$ cat config.mk
export PLATFORM = sky130hd
export DESIGN_NAME = divider_flat
export DESIGN_NICKNAME = d
export VERILOG_FILES = /design/src/rtl/divider_if.sv /design/src/rtl/divider.sv /design/src/flat_wrapper.sv
export SDC_FILE = /design/constraint.sdc
export NUM_CORES = 1
export LEC_CHECK = 0
export BUFFER_PORTS_ARGS = -buffer_cell sky130_fd_sc_hd__buf_2
export CORE_ASPECT_RATIO = 1.5
export CORE_MARGIN = 3
export CORE_UTILIZATION = 35
export DETAILED_ROUTE_END_ITERATION = 8
export PLACE_DENSITY = 0.53
export SLEW_MARGIN = 40
export SYNTH_ARGS = -nofsm -noshare
export SYNTH_HDL_FRONTEND = slang
export SYNTH_SLANG_ARGS = --single-unit
$ cat constraint.sdc
create_clock -name clk -period 10.4 [get_ports clk]
set_clock_uncertainty 0.2 [all_clocks]
set_input_delay 0.52 -clock clk [delete_from_list [all_inputs] [get_ports clk]]
set_output_delay 0.52 -clock clk [all_outputs]
set_load 0.005 [all_outputs]
$ cat src/rtl/divider_if.sv
// Operand/result bundle between the microcode operand path and the divider.
interface divider_if;
    logic        start;
    logic        is_8_bit;
    logic        is_signed;
    logic [31:0] dividend;
    logic [15:0] divisor;
    logic [15:0] quotient;
    logic [15:0] remainder;
    logic        busy;
    logic        complete;
    logic        raise_div_zero;

    modport master (
        output start, is_8_bit, is_signed, dividend, divisor,
        input  quotient, remainder, busy, complete, raise_div_zero
    );

    modport slave (
        input  start, is_8_bit, is_signed, dividend, divisor,
        output quotient, remainder, busy, complete, raise_div_zero
    );
endinterface

$ cat src/rtl/divider.sv
// Iterative restoring divider for DIV/IDIV: one quotient bit per cycle on
// operand magnitudes, sign fix-up at the end, divide-error flag for INT 0.
module divider (
    input  logic     clk,
    input  logic     reset_n,
    divider_if.slave bus
);
    typedef enum logic [2:0] {IDLE, INIT, DIVIDE, FIXUP, DONE} state_t;

    state_t state, state_nx;

    // Captured request
    logic [31:0] dvd_l;
    logic [15:0] dvs_l;
    logic        is8_l;
    logic        sgn_l;

    // Iteration state
    logic [15:0] dvs_m;
    logic [15:0] prem;
    logic [15:0] qreg;
    logic [4:0]  cnt;
    logic        q_neg;
    logic        r_neg;
    logic        err;

    // Result registers, held until the next result lands
    logic [15:0] q_out;
    logic [15:0] r_out;

    logic busy;
    logic complete;
    logic accept;

    function automatic logic [31:0] negate32(input logic [31:0] v);
        return ~v + 32'd1;
    endfunction

    // Apply a sign to an N-bit magnitude; upper byte forced to zero in 8-bit mode.
    function automatic logic [15:0] apply_sign(input logic [15:0] mag, input logic neg,
                                               input logic is8);
        logic [15:0] v;
        v = neg ? (~mag + 16'd1) : mag;
        if (is8) v[15:8] = 8'h00;
        return v;
    endfunction

    // IDIV quotient must lie in -(2^(N-1)-1)..+(2^(N-1)-1); a magnitude of
    // exactly 2^(N-1) raises even when negative, as the 8086 does.
    function automatic logic quot_overflow(input logic [15:0] mag, input logic sgn,
                                           input logic is8);
        return sgn && (mag > (is8 ? 16'h007F : 16'h7FFF));
    endfunction

    // INIT: operand magnitudes, sign bookkeeping and the early error check
    logic        dvd_neg;
    logic        dvs_neg;
    logic [31:0] dvd_raw;
    logic [31:0] dvd_abs;
    logic [31:0] dvd_mag;
    logic [15:0] dvs_raw;
    logic [15:0] dvs_abs;
    logic [15:0] dvs_mag;
    logic [15:0] dvd_hi;
    logic [15:0] dvd_lo;
    logic        init_err;

    // Magnitudes and the quotient-does-not-fit test, evaluated from the captured operands
    always_comb begin
        dvd_neg  = sgn_l & (is8_l ? dvd_l[15] : dvd_l[31]);
        dvs_neg  = sgn_l & (is8_l ? dvs_l[7] : dvs_l[15]);
        dvd_raw  = is8_l ? {16'h0000, dvd_l[15:0]} : dvd_l;
        dvs_raw  = is8_l ? {8'h00, dvs_l[7:0]} : dvs_l;
        dvd_abs  = dvd_neg ? negate32(dvd_raw) : dvd_raw;
        dvs_abs  = dvs_neg ? (~dvs_raw + 16'd1) : dvs_raw;
        dvd_mag  = is8_l ? {16'h0000, dvd_abs[15:0]} : dvd_abs;
        dvs_mag  = is8_l ? {8'h00, dvs_abs[7:0]} : dvs_abs;
        dvd_hi   = is8_l ? {8'h00, dvd_mag[15:8]} : dvd_mag[31:16];
        dvd_lo   = is8_l ? {8'h00, dvd_mag[7:0]} : dvd_mag[15:0];
        init_err = (dvs_mag == 16'h0000) || (dvd_hi >= dvs_mag);
    end

    // DIVIDE: shift {prem, qreg} left and trial-subtract the divisor magnitude.
    // The shifted remainder needs N+1 bits; comparing at that width is the
    // borrow test of the trial subtract, and a kept difference always fits N bits.
    logic        shift_in;
    logic [16:0] shifted;
    logic [15:0] diff;
    logic        q_bit;

    // One restoring-division step
    always_comb begin
        shift_in = is8_l ? qreg[7] : qreg[15];
        shifted  = {prem, shift_in};
        q_bit    = (shifted >= {1'b0, dvs_m});
        diff     = shifted[15:0] - dvs_m;
    end

    // FIXUP: signed results and the IDIV range check
    logic [15:0] q_mag;
    logic [15:0] q_fin;
    logic [15:0] r_fin;
    logic        ovf;

    // Final signs and overflow from the unsigned quotient/remainder
    always_comb begin
        q_mag = is8_l ? {8'h00, qreg[7:0]} : qreg;
        q_fin = apply_sign(q_mag, q_neg, is8_l);
        r_fin = apply_sign(prem, r_neg, is8_l);
        ovf   = quot_overflow(q_mag, sgn_l, is8_l);
    end

    // A request is taken in IDLE and in DONE, allowing back-to-back divides
    assign accept = bus.start && ((state == IDLE) || (state == DONE));

    // State register
    always_ff @(posedge clk or negedge reset_n) begin
        if (!reset_n) state <= IDLE;
        else          state <= state_nx;
    end

    // Next-state and status outputs
    always_comb begin
        state_nx = state;
        busy     = 1'b0;
        complete = 1'b0;
        case (state)
            IDLE: begin
                if (accept) state_nx = INIT;
            end
            INIT: begin
                busy     = 1'b1;
                state_nx = init_err ? DONE : DIVIDE;
            end
            DIVIDE: begin
                busy = 1'b1;
                if (cnt == 5'd1) state_nx = FIXUP;
            end
            FIXUP: begin
                busy     = 1'b1;
                state_nx = DONE;
            end
            DONE: begin
                complete = 1'b1;
                state_nx = accept ? INIT : IDLE;
            end
            default: state_nx = IDLE;
        endcase
    end

    // Operand capture, iteration and result registers
    always_ff @(posedge clk or negedge reset_n) begin
        if (!reset_n) begin
            dvd_l <= '0;
            dvs_l <= '0;
            is8_l <= 1'b0;
            sgn_l <= 1'b0;
            dvs_m <= '0;
            prem  <= '0;
            qreg  <= '0;
            cnt   <= '0;
            q_neg <= 1'b0;
            r_neg <= 1'b0;
            err   <= 1'b0;
            q_out <= '0;
            r_out <= '0;
        end else begin
            if (accept) begin
                dvd_l <= bus.dividend;
                dvs_l <= bus.divisor;
                is8_l <= bus.is_8_bit;
                sgn_l <= bus.is_signed;
            end
            case (state)
                INIT: begin
                    q_neg <= dvd_neg ^ dvs_neg;
                    r_neg <= dvd_neg;
                    dvs_m <= dvs_mag;
                    prem  <= dvd_hi;
                    qreg  <= dvd_lo;
                    cnt   <= is8_l ? 5'd8 : 5'd16;
                    err   <= init_err;
                    if (init_err) begin
                        q_out <= '0;
                        r_out <= '0;
                    end
                end
                DIVIDE: begin
                    prem <= q_bit ? diff : shifted[15:0];
                    qreg <= {qreg[14:0], q_bit};
                    cnt  <= cnt - 5'd1;
                end
                FIXUP: begin
                    err <= ovf;
                    if (ovf) begin
                        q_out <= '0;
                        r_out <= '0;
                    end else begin
                        q_out <= q_fin;
                        r_out <= r_fin;
                    end
                end
                default: ;
            endcase
        end
    end

    assign bus.quotient       = q_out;
    assign bus.remainder      = r_out;
    assign bus.busy           = busy;
    assign bus.complete       = complete;
    assign bus.raise_div_zero = complete & err;
endmodule

$ cat src/flat_wrapper.sv
// flat-port wrapper written by rule: the top's interface ports become plain ports
module divider_flat 
  (clk, reset_n, bus_start, bus_is_8_bit, bus_is_signed, bus_dividend, bus_divisor, bus_quotient, bus_remainder, bus_busy, bus_complete, bus_raise_div_zero);
  divider_if bus_i ();
  input  logic clk;
  input  logic reset_n;
  input wire logic [$bits(bus_i.start)-1:0] bus_start;
  input wire logic [$bits(bus_i.is_8_bit)-1:0] bus_is_8_bit;
  input wire logic [$bits(bus_i.is_signed)-1:0] bus_is_signed;
  input wire logic [$bits(bus_i.dividend)-1:0] bus_dividend;
  input wire logic [$bits(bus_i.divisor)-1:0] bus_divisor;
  output wire logic [$bits(bus_i.quotient)-1:0] bus_quotient;
  output wire logic [$bits(bus_i.remainder)-1:0] bus_remainder;
  output wire logic [$bits(bus_i.busy)-1:0] bus_busy;
  output wire logic [$bits(bus_i.complete)-1:0] bus_complete;
  output wire logic [$bits(bus_i.raise_div_zero)-1:0] bus_raise_div_zero;
  assign bus_i.start = bus_start;
  assign bus_i.is_8_bit = bus_is_8_bit;
  assign bus_i.is_signed = bus_is_signed;
  assign bus_i.dividend = bus_dividend;
  assign bus_i.divisor = bus_divisor;
  assign bus_quotient = bus_i.quotient;
  assign bus_remainder = bus_i.remainder;
  assign bus_busy = bus_i.busy;
  assign bus_complete = bus_i.complete;
  assign bus_raise_div_zero = bus_i.raise_div_zero;
  divider u_core (.clk(clk), .reset_n(reset_n), .bus(bus_i));
endmodule
==> run summary <==
status = finished clean
FMAX = 0.2152 GHz
Setup crit end = u_core.bus.quotient[4]
period utilisation layout = 44.69%
DR iter-0 viols = 491
Design Power = 0.004593 W
antenna diode count = 0
Final Hold Fails = 0
Synth area leader = dfrtp_1
die height = 210.2 um
Setup CP Type = register to register
Area after DPL = 0.01041 mm2
Crit. Startpoint = u_core.dvd_l[0]
Post-Syn Nets = 1143
Post-synth EDFFs = 0
Multi-input gate area = 0.005766 mm2
Post-Route WL = 28.23 mm
final net count = 1197
Remaining DRCs = 0
vias per inst = 5.705
highest metal used = met4
crit end category = register
syn avg cell area = 9.280 um2
CP Data Required Time = 10.52 ns
Slew @ Worst Pin = 0.7983 ns
Routed Antenna Nets = 0
Root Driver = clkbuf_16
Post-Layout Inst Area = 0.01103 mm2
Worst Reg2Reg Path Length in Cells = 17
vias in the first global route = 7993
routed vias = 8307
IO buf count = 87
mapped cell area = 0.009726 mm2
Sequential cell area = 0.003528 mm2
Pre-Repair DR Iteration Count = 5
Met1 Wirelength = 12.46 mm
PD cells = 416.4 mW/mm2
initial antenna violation count = 0
worst-path fanout max = 31
met3 wire length = 1.017 mm
Seq cells post-synth = 141
post-CTS setup buffers = 0
Clk Latency, worst-skew pair = 0.43 ns
Initial Util = 35.61%
crit path time final = 4.647 ns
area of the core = 0.02731 mm2
routed len/inst = 19.39 um
crit start category = register
asr flop ratio synth = 100.0%
Post-DP HPWL = 20.68 mm
count of pins over their slew limit = 0
Max Buffers Root-to-Sink = 2
maxcap violations = 0
all-layer global routing usage = 18.92%
final setup violating endpoints = 0
gp weighted congestion = 0.8923
CTS tree = done
r2r startpoint = u_core.dvd_l[0]
first-pass GRT wire length = 45.21 mm
Yosys warning count = 0
fraction of layout cells with a size suffix above 1 = 18.67%
IO Pins = 88
CTS clk-pin slew, worst paths = 0.07 ns
largest net degree at the start of global routing = 74
DIE WIDTH = 142.1 um
row cnt = 74
CTS buffer count = 17
Slew Limit Headroom = 46.58%
CTS HTree Levels = 4
DR WL met2 = 14.04 mm
largest cells by area after synthesis = dfrtp_1 (36%), mux2_2 (5.3%), ha_1 (5.3%), xnor2_1 (4.6%), o21ai_0 (3.8%)
RSZ-0062 raised after global routing = false
gr ovfl total = 0
Fillers = 2685
Distinct cells, synth = 83
Area Overhead vs Synth = 13.41%
die area = 0.02986 mm2
Mapped Cells = 1048
FF-to-FF setup slack = 5.75 ns
CTS Sinks = 141
Arr. time, crit path = 4.77 ns
register area share after synthesis = 36.28%
post-CTS sizing = 0
Leak Pwr = 4.553 nW
post-synth top area share = 36.28%
Hold WC Path Type = input port to register
fin util = 40.38%
Synth Flop Type = dfrtp_1
Setup TNS Final = 0 ns
FF-to-FF End = u_core.bus.quotient[4]
maximum vdd drop = 175.3 uV
-- where the power goes --
group	internal, W	total, W	switching [W]
clock	0.000360	0.000618	0.000258
combinational	0.00121	0.00280	0.00159
sequential	0.000804	0.00118	0.000374
total	0.00237	0.00459	0.00222
-- cell usage after synthesis (11+ instances only) --
master and instances:
dfrtp_1 141, a221o_1 26, xor2_1 24, a22o_1 26, ha_1 41, clkbuf_1 48, o31ai_1 18, xnor2_1 51
nor3b_1 31, nand3_1 18, a31oi_1 12, mux2i_1 15, and3_1 11, a21oi_1 35, nor2_1 74, mux2_2 46
nor3_1 18, inv_1 39, nand2_1 92, o21ai_0 74, a22oi_1 21
-- worst min-delay path by stage --
| stage | start | endpoint | slack (ns) | cells after the start |
|---|---|---|---|---|
| final | bus_is_8_bit | u_core.is8_l | 0.1 | 3 |
| after CTS | bus_divisor[0] | u_core.dvs_l[0] | 0.08 | 3 |
| after global routing | bus_divisor[1] | u_core.dvs_l[1] | 0.1 | 3 |
| after global placement | u_core.dvs_m[14] | u_core.dvs_m[14] | 0.26 | 2 |
| after floorplan | reset_n | u_core.bus.quotient[0] | 0.02 | 0 |
| after detailed placement | u_core.dvs_m[13] | u_core.dvs_m[13] | 0.27 | 2 |
-- cell type report --
cell class / count / share of cell area (%)
flip-flops and latches: 141 / 31.99
well taps: 342 / 3.880
repair buffers: 102 / 5.264
inverters: 39 / 1.327
clock inverters: 12 / 1.248
clock buffers: 19 / 4.016
multi-input cells: 801 / 52.27
-- repair_timing --
action / in CTS / in global routing
endpoints found under the setup margin: 0 / 0
hold buffers: 1 / 0
endpoints found under the hold margin: 72 / 0
-- critical path, stage by stage (launching register included) --
cell,delay (ns)
dfrtp_1,0.38
inv_1,0.11
ha_1,0.20
or4b_1,0.56
nor4_4,0.45
nand2_2,0.16
a221oi_2,0.32
xor2_1,0.25
nor2_1,0.07
ha_1,0.30
nand4_1,0.09
nor2_1,0.15
o211ai_1,0.10
o211ai_1,0.17
buf_4,0.37
nor3b_1,0.13
a22o_1,0.23
a221o_1,0.26
-- state kept, by name (all words and copies together), names as in the netlist --
name	count
u_core.r_neg	1
u_core.dvs_m	16
u_core.bus.quotient	16
u_core.sgn_l	1
u_core.is8_l	1
u_core.state	3
u_core.bus.remainder	16
u_core.dvd_l	32
u_core.prem	16
u_core.dvs_l	16
u_core.err	1
u_core.cnt	5
u_core.q_neg	1
u_core.qreg	16
-- routing by layer --
| layer | vias up | track usage (%) |
|---|---|---|
| met2 | 202 | 31.65 |
| met5 | - | 0 |
| li1 | 3980 | - |
| met1 | 4076 | 25.01 |
| met3 | 49 | 2.837 |
| met4 | 0 | 6.291 |
-- metrics by stage --
stage	hold slack (ns)	setup slack [ns]	cells
floorplan	0.02441	6.243	1048
global placement	0.2644	5.907	1423
detailed placement	0.2715	5.821	1423
CTS	0.07776	5.799	1455
global route	0.09933	5.512	1456
finish	0.09625	5.753	1456
-- cells in the final DEF, fill, tap and decap left out, drive strengths merged, types with 15 or more instances in the layout --
cell type / count
nor3: 20
a21oi: 35
mux2: 46
dfrtp: 141
a221o: 26
nor3b: 31
mux2i: 15
o31ai: 18
o21ai: 79
nor2: 75
buf: 101
xnor2: 51
clkbuf: 19
nand2: 93
nand3: 18
ha: 41
inv: 41
a22o: 26
xor2: 25
a22oi: 21
-- kinds of logic after synthesis --
logic type | after synthesis | synth area share (%)
AO/OA/AOI/OAI | 306 | 22.91
XOR/XNOR | 76 | 6.921
adder cells (fa/ha/maj) | 42 | 5.480
buffers and inverters | 106 | 4.528
flip-flops | 141 | 36.28
multiplexers | 61 | 6.870
AND/OR/NAND/NOR | 316 | 17.01
No activity file was read; power rests on OpenSTA's default activity.
